### config.mk
export PLATFORM = sky130hd
export DESIGN_NAME = spi_frame_master
export DESIGN_NICKNAME = d
export VERILOG_FILES = /design/src/rtl/spi_frame_master.sv
export SDC_FILE = /design/constraint.sdc
export NUM_CORES = 1
export LEC_CHECK = 0
export ABC_AREA = 0
export CORE_MARGIN = 2
export CORE_UTILIZATION = 40
export DETAILED_ROUTE_END_ITERATION = 8
export GPL_TIMING_DRIVEN = 1
export SETUP_SLACK_MARGIN = 0.1
export SLEW_MARGIN = 25
export SYNTH_ARGS = -nofsm -noshare
export SYNTH_HDL_FRONTEND = slang
export SYNTH_SLANG_ARGS = --single-unit
### constraint.sdc
create_clock -name clk -period 1.9 [get_ports clk]
set_clock_uncertainty 0.2 [all_clocks]
set_input_delay 0.19 -clock clk [delete_from_list [all_inputs] [get_ports clk]]
set_output_delay 0.19 -clock clk [all_outputs]
set_load 0.02 [all_outputs]
### src/rtl/spi_frame_master.sv
// SPI master issuing fixed 32-bit MSB-first frames with a programmable sck divider.
// Captures the slave's 32-bit reply and reports it with a one-cycle done pulse.
//
// state | meaning
// IDLE  | sck low, waiting for start
// SHIFT | divider running, 32 sck pulses exchanged
// TAIL  | sck held low for one half-period before done
module spi_frame_master #(
    parameter int CLK_DIV = 4
) (
    input  logic        clk,
    input  logic        reset,
    input  logic        start,
    input  logic [31:0] tx_data,
    output logic        busy,
    output logic        done,
    output logic [31:0] rx_data,
    output logic        sck,
    output logic        sdo,
    input  logic        sdi
);

    localparam int DIV_W = (CLK_DIV > 1) ? $clog2(CLK_DIV) : 1;
    localparam logic [DIV_W-1:0] DIV_LAST = DIV_W'(CLK_DIV - 1);

    typedef enum logic [1:0] {
        IDLE  = 2'd0,
        SHIFT = 2'd1,
        TAIL  = 2'd2
    } state_t;

    state_t state, state_nxt;

    logic [DIV_W-1:0] div_cnt;
    logic [5:0]       bit_cnt;
    logic [31:0]      tx_sr;
    logic [31:0]      rx_sr;
    logic             tick;
    logic             accept;
    logic             fall;
    logic             last_fall;
    logic             tail_end;

    always_ff @(posedge clk or negedge reset) begin
        if (!reset) begin
            state <= IDLE;
        end else begin
            state <= state_nxt;
        end
    end

    always_comb begin
        state_nxt = state;
        accept    = 1'b0;
        fall      = 1'b0;
        last_fall = 1'b0;
        tail_end  = 1'b0;
        tick      = (state != IDLE) && (div_cnt == DIV_LAST);
        case (state)
            IDLE: begin
                if (start) begin
                    accept    = 1'b1;
                    state_nxt = SHIFT;
                end
            end
            SHIFT: begin
                if (tick && sck) begin
                    fall = 1'b1;
                    // bit_cnt stops at 32; the 32nd fall ends the shift phase
                    if (bit_cnt == 6'd31) begin
                        last_fall = 1'b1;
                        state_nxt = TAIL;
                    end
                end
            end
            TAIL: begin
                if (tick) begin
                    tail_end  = 1'b1;
                    state_nxt = IDLE;
                end
            end
            default: state_nxt = IDLE;
        endcase
    end

    always_ff @(posedge clk or negedge reset) begin
        if (!reset) begin
            div_cnt <= '0;
            bit_cnt <= '0;
            tx_sr   <= '0;
            rx_sr   <= '0;
            rx_data <= '0;
            busy    <= 1'b0;
            done    <= 1'b0;
            sck     <= 1'b0;
            sdo     <= 1'b0;
        end else begin
            done <= 1'b0;
            case (state)
                IDLE: begin
                    if (accept) begin
                        tx_sr   <= tx_data;
                        sdo     <= tx_data[31];
                        rx_sr   <= '0;
                        div_cnt <= '0;
                        bit_cnt <= '0;
                        sck     <= 1'b0;
                        busy    <= 1'b1;
                    end
                end
                SHIFT: begin
                    div_cnt <= tick ? '0 : div_cnt + DIV_W'(1);
                    if (tick) begin
                        sck <= ~sck;
                    end
                    if (fall) begin
                        rx_sr   <= {rx_sr[30:0], sdi};
                        tx_sr   <= {tx_sr[30:0], 1'b0};
                        bit_cnt <= bit_cnt + 6'd1;
                        sdo     <= last_fall ? 1'b0 : tx_sr[30];
                    end
                end
                TAIL: begin
                    div_cnt <= tick ? '0 : div_cnt + DIV_W'(1);
                    if (tail_end) begin
                        rx_data <= rx_sr;
                        done    <= 1'b1;
                        busy    <= 1'b0;
                    end
                end
                default: begin
                    busy <= 1'b0;
                    sck  <= 1'b0;
                    sdo  <= 1'b0;
                end
            endcase
        end
    end

endmodule
==> flow_summary.ini, run 1 <==
[logic_synthesis]
async_reset_ff_frac = 1.00
yosysTopAreaCellShare = 0.602
synth_nets = 387
ys_warn_count = 0
yosysMostFrequentCell = dfrtp_1
synth-edff-count = 0
synth_cell_types = 31
yosys_most_used_dff = dfrtp_1
synthTopCellsByCount = dfrtp_1, a22o_1, mux2_2
yosysTopAreaCell = dfrtp_1
seq_area_frac_synth = 0.602
synth-seq-cells = 109
synth_area_leaders = dfrtp_1, mux2_2, mux2i_1, a22o_1, o21ai_0
synthCells = 345
avgSynthCellArea_um2 = 13.1
syn-cell-area_um2 = 4530

[sta]
period_share = 1.02
hold_ws_ns = 0.0891
setup_violations = 29
relSlewSlack = 0.746
tns_ns = -0.396
hold_viol_final = 0
maxSlewViolCount = 0
fin_ws_ns = -0.0353
tightestPinTransition_ns = 0.381
fmax_mhz = 517
rsz0062_at_grt = true
layout_min_cycle_time_ns = 1.94

[grt]
grt_max_degree = 45
overflow = 0
antenna_found_initial = 0
first_global_vias = 2883
track_usage = 0.141
grt_pass1_wl_mm = 14.2

[drt]
routed.top_layer = met4
wl_per_cell_um = 16.6
drtIter0Drc = 98
final_antenna_net_count = 0
drcViolationCount = 0
drt-vias-per-instance = 5.14
drt-total-wl_mm = 10.1
via_count = 3109
met1_length_mm = 4.53
dr.pass1.iters = 4
wl_met2_mm = 4.93
wl_met3_um = 474

[floorplanning]
fp.dieH_um = 110
dieArea_um2 = 12200
placementRows = 38
io-pin-count = 72
initial_core_util = 0.415
core_um2 = 10900
die_x_um = 110

[clock_network]
clk_pin_slew_worst_paths_ns = 0.08
root_buffer = clkbuf_16
cts_made_buffers = 9
cts_buffer_depth = 2
insertion_delay_ns = 0.35
clock-sinks = 109
cts_htree_levels = 3
cts_tree = done

[final_layout]
layout-drive-gt1-share = 0.357
seqCellArea_um2 = 2730
diodes = 0
fin_nets = 502
multi_input_area_um2 = 2010
fin_util = 0.613
syn_to_final_growth_pct = 47.8
n_fill_cell = 865

[power_and_ir_drop]
p_per_area_nw_per_um2 = 1150
ir_drop_uv = 669
leakage_nw = 3.26

[hold_path]
hold_path.class = in2async

[placement]
port_buffers = 71
pre_cts_ws_ns = 0.0102
globalplace.congestion = 0.744
hpwl_mm = 5.88

[critical_path]
arrival_ns = 1.95
startpoint_type = register
crit_path_end_kind = register
reg2regPathDepth = 7
required_ns = 1.92
critPathMaxFanout = 4
crit_type = reg2reg

[job]
cap_viol_max_count = 0

[outcome]
failed_checks = negative setup slack
status = finished, violations left
[worst max-delay path: stages, from the launching register on]
cell and delay, ns:
dfrtp_1 0.36, inv_2 0.08, ha_4 0.17, and2b_4 0.30
nand4_1 0.18, buf_4 0.19, a32oi_2 0.23, o31ai_2 0.10
[flip-flops by register name, indices dropped and copies added, names as in the netlist]
| name | cells |
|---|---|
| bit_cnt | 6 |
| busy | 1 |
| sdo | 1 |
| rx_data | 32 |
| div_cnt | 2 |
| sck | 1 |
| rx_sr | 32 |
| done | 1 |
| tx_sr | 31 |
| state | 2 |
[power breakdown]
part | leakage [nW] | switching (mW) | internal (mW)
Combinational | 1.62 | 1.25 | 1.43
Sequential | 1.48 | 0.280 | 2.67
Clock | 0.159 | 0.964 | 1.07
[per-layer routing]
layer  GRT usage  vias to the layer above
met1       0.193                     1539
met2       0.219                       67
met4      0.0425                        0
met5           0                        -
met3      0.0401                       13
li1            -                     1490
[final timing paths]
| kind | slack [ns] | from | to |
|---|---|---|---|
| setup / recovery | -0.04 | state[1]$_DFFE_PN0P_ | sdo$_DFFE_PN0P_ |
| hold / removal | 0.09 | reset | rx_data[6]$_DFFE_PN0P_ |
| setup reg to reg | -0.04 | state[1]$_DFFE_PN0P_ | sdo$_DFFE_PN0P_ |
| hold reg to reg | 0.29 | tx_sr[17]$_DFFE_PN0P_ | tx_sr[17]$_DFFE_PN0P_ |
| max in group asynchronous | 0.82 | reset | rx_data[26]$_DFFE_PN0P_ |
| min in group clk | 0.26 | tx_data[11] | tx_sr[11]$_DFFE_PN0P_ |
[cell families (layout without fill, tap and decap cells)]
group	Yosys count	in the layout	share of synthesized area
flops	109	109	0.602
compound gates	78	78	0.119
mux	66	66	0.155
simple gates	54	55	0.0574
buf+inv	28	147	0.0419
fa+ha+maj	6	6	0.0166
xor+xnor	4	4	0.00773
[cells in the final DEF, fill, tap and decap left out, drive strengths merged]
cell type,Yosys,layout
dfrtp,109,109
clkdlybuf4s50,0,69
buf,19,46
nand2,35,36
a22o,35,35
mux2,35,35
o21ai,34,34
mux2i,31,31
clkbuf,5,19
inv,4,9
nor2,7,7
ha,6,6
nand4,4,4
xor2,4,4
o31ai,4,4
and2b,2,2
and4b,2,2
a21oi,2,2
a32oi,2,2
and3b,1,1
nand2b,1,1
nor2b,1,1
a21boi,1,1
and3,1,1
clkinv,0,1
bufinv,0,1
dlygate4sd3,0,1
dlygate4sd2,0,1
[metrics by stage]
| stage | power (mW) | std cells | cell area, um2 |
|---|---|---|---|
| 4_1_cts | 6.68 | 577 | 5980 |
| 3_3_place_gp | 4.53 | 557 | 5620 |
| 6_report | 7.68 | 605 | 6700 |
| 5_1_grt | 8.08 | 605 | 6700 |
| 2_1_floorplan | 4.07 | 345 | 4660 |
| 3_5_place_dp | 4.60 | 557 | 5620 |
[timing repair]
action / in CTS / in global routing
setup buffers: 3 / 13
hold buffers: 1 / 0
cloned: 0 / 15
hold endpoints to repair: 109 / 0
gates resized for setup: 4 / 108
endpoints found under the setup margin: 102 / 105
pin swaps: 2 / 16
[layout make-up]
cell class,instances,area share
sequential,109,0.407
tap,140,0.0261
clock inverter,7,0.0146
timing repair buffer,127,0.217
clock buffer,9,0.0336
inverter,4,0.00224
multi-input combinational,209,0.300
Note: power is estimated with default switching activity, not from simulation.
==> run 2, diff against run 1 <==
--- a/config.mk
+++ b/config.mk
@@ -15,3 +15,4 @@
 export SYNTH_ARGS = -nofsm -noshare
 export SYNTH_HDL_FRONTEND = slang
 export SYNTH_SLANG_ARGS = --single-unit
+export TNS_END_PERCENT = 30
==> flow_summary.ini, run 2 (synthesis results as in run 1) <==
[outcome]
status = complete, no violations

[hold_path]
hold_path.class = in2async

[critical_path]
arrival_ns = 1.88
crit_path_end_kind = register
startpoint = state[0]$_DFFE_PN0P_
critPathMaxFanout = 4
reg2regPathDepth = 7
ff2ff_setup_slack_ns = 0.03
startpoint_type = register
r2r-end = sdo$_DFFE_PN0P_
required_ns = 1.91
crit_type = reg2reg
rr_startpoint = state[0]$_DFFE_PN0P_
cp-endpoint = sdo$_DFFE_PN0P_

[drt]
final_antenna_net_count = 0
drtIter0Drc = 99
dr.pass1.iters = 4
drcViolationCount = 0
via_count = 2909
wl_per_cell_um = 15.2
drt-vias-per-instance = 5.04
drt-total-wl_mm = 8.78

[job]
cap_viol_max_count = 0

[power_and_ir_drop]
power_switching_mw = 1.95
seqPwrFrac = 0.433
leakage_nw = 2.96
combPwrFrac = 0.268
internal_power_mw = 4.72
p_per_area_nw_per_um2 = 1100
clockPowerShare = 0.299
swShare = 0.292
ir_drop_uv = 551

[final_layout]
reg_top3 = rx_data (32), rx_sr (32), tx_sr (31)
diodes = 0
fin_cells = 577
syn_to_final_growth_pct = 33.3
final_cell_mix = dfrtp_1, clkdlybuf4s50_1, a22o_1
final_common_cell = dfrtp_1
layout-drive-gt1-share = 0.215
fin_nets = 474

[placement]
port_buffers = 71
hpwl_mm = 5.87
dp_cells = 552
globalplace.congestion = 0.735

[clock_network]
clock-sinks = 109
cts_buffer_depth = 2
cts_htree_levels = 3
insertion_delay_ns = 0.34
root_buffer = clkbuf_16
cts_tree = done
cts_made_buffers = 9
clk_pin_slew_worst_paths_ns = 0.07

[floorplanning]
io-pin-count = 72
core_um2 = 10900
dieArea_um2 = 12200
die_x_um = 110
initial_core_util = 0.415
placementRows = 38
fp.dieH_um = 110

[grt]
overflow = 0
track_usage = 0.148
antenna_found_initial = 0
first_global_vias = 3032
grt_pass1_wl_mm = 14.7
grt_max_degree = 52

[sta]
rsz0062_at_grt = true
hold_ws_ns = 0.0636
relSlewSlack = 0.794
tns_ns = 0
fmax_mhz = 534
hold_viol_final = 0
layout_min_cycle_time_ns = 1.87
setup_violations = 0
tightestPinTransition_ns = 0.309
maxSlewViolCount = 0
period_share = 0.986
run 2: changes by cell type in the layout (fill, tap and decap cells not counted), moves of 10 or more:
| cell | before | now |
|---|---|---|
| buf_4 | 28 | 17 |
| nand2_1 | 8 | 34 |
| o21ai_1 | 15 | 1 |
| nand2_2 | 16 | 0 |
| o21ai_0 | 4 | 33 |
| nand2_4 | 11 | 1 |
| o21ai_2 | 14 | 0 |
run 2: critical path, stage by stage (launching register included):
cell	delay [ns]
dfrtp_1	0.39
inv_2	0.08
ha_4	0.16
and2b_2	0.26
nand4_1	0.16
buf_4	0.18
a32oi_2	0.21
o31ai_2	0.10
run 2: area by class of cell:
cell class | count | area, um2
flip-flops and latches | 109 | 2730
clock inverters | 7 | 96.3
well taps | 140 | 175
repair buffers | 100 | 1050
inverters | 4 | 15.0
multi-input cells | 208 | 1750
clock buffers | 9 | 225
fillers | 959 | 4890
run 2: worst min path at each step:
stage | cells past startpoint | slack [ns] | to | startpoint
finish | 2 | 0.06 | rx_data[5]$_DFFE_PN0P_ | reset
CTS | 2 | 0.06 | rx_data[6]$_DFFE_PN0P_ | reset
floorplan | 0 | -0.31 | bit_cnt[0]$_DFFE_PN0P_ | reset
detailed placement | 1 | -0.12 | rx_data[4]$_DFFE_PN0P_ | reset
global placement | 1 | -0.11 | rx_data[4]$_DFFE_PN0P_ | reset
global route | 2 | 0.08 | rx_data[8]$_DFFE_PN0P_ | reset
run 2: timing repair:
| action | CTS | global route |
|---|---|---|
| resized for setup | 12 | 5 |
| hold buffers | 1 | 0 |
| endpoints found under the setup margin | 89 | 105 |
| pin swaps | 2 | 3 |
| gates cloned | 1 | 1 |
| buffers inserted | 4 | 2 |
| hold endpoints to repair | 109 | 0 |
run 2: routing by layer:
metal | part of all wire | global-route usage | vias up
li1 | - | - | 1412
met1 | 0.48 | 0.200 | 1414
met2 | 0.47 | 0.231 | 70
met3 | 0.041 | 0.0313 | 13
met4 | 0.017 | 0.0633 | 0
met5 | 0 | 0 | -
run 2: power groups by stage:
stage / clock, mW / combinational [mW] / sequential (mW)
final: 2.00 / 1.79 / 2.89
after global routing: 2.17 / 1.99 / 2.94
after CTS: 2.06 / 1.80 / 2.89
after detailed placement: 0 / 1.66 / 2.92
after global placement: 0 / 1.60 / 2.92
after floorplan: 0 / 1.17 / 2.90
run 2: per-stage QoR:
step                      instance area (um2)  worst slack, ns  power [mW]  utilization
after global routing                     6040          -0.0513        7.10        0.553
after CTS                                5980           0.0226        6.76        0.547
after floorplan                          4640           0.0229        4.07            -
final                                    6040           0.0258        6.67        0.553
after detailed placement                 5550          0.00876        4.59        0.508
after global placement                   5550           0.0733        4.52        0.508
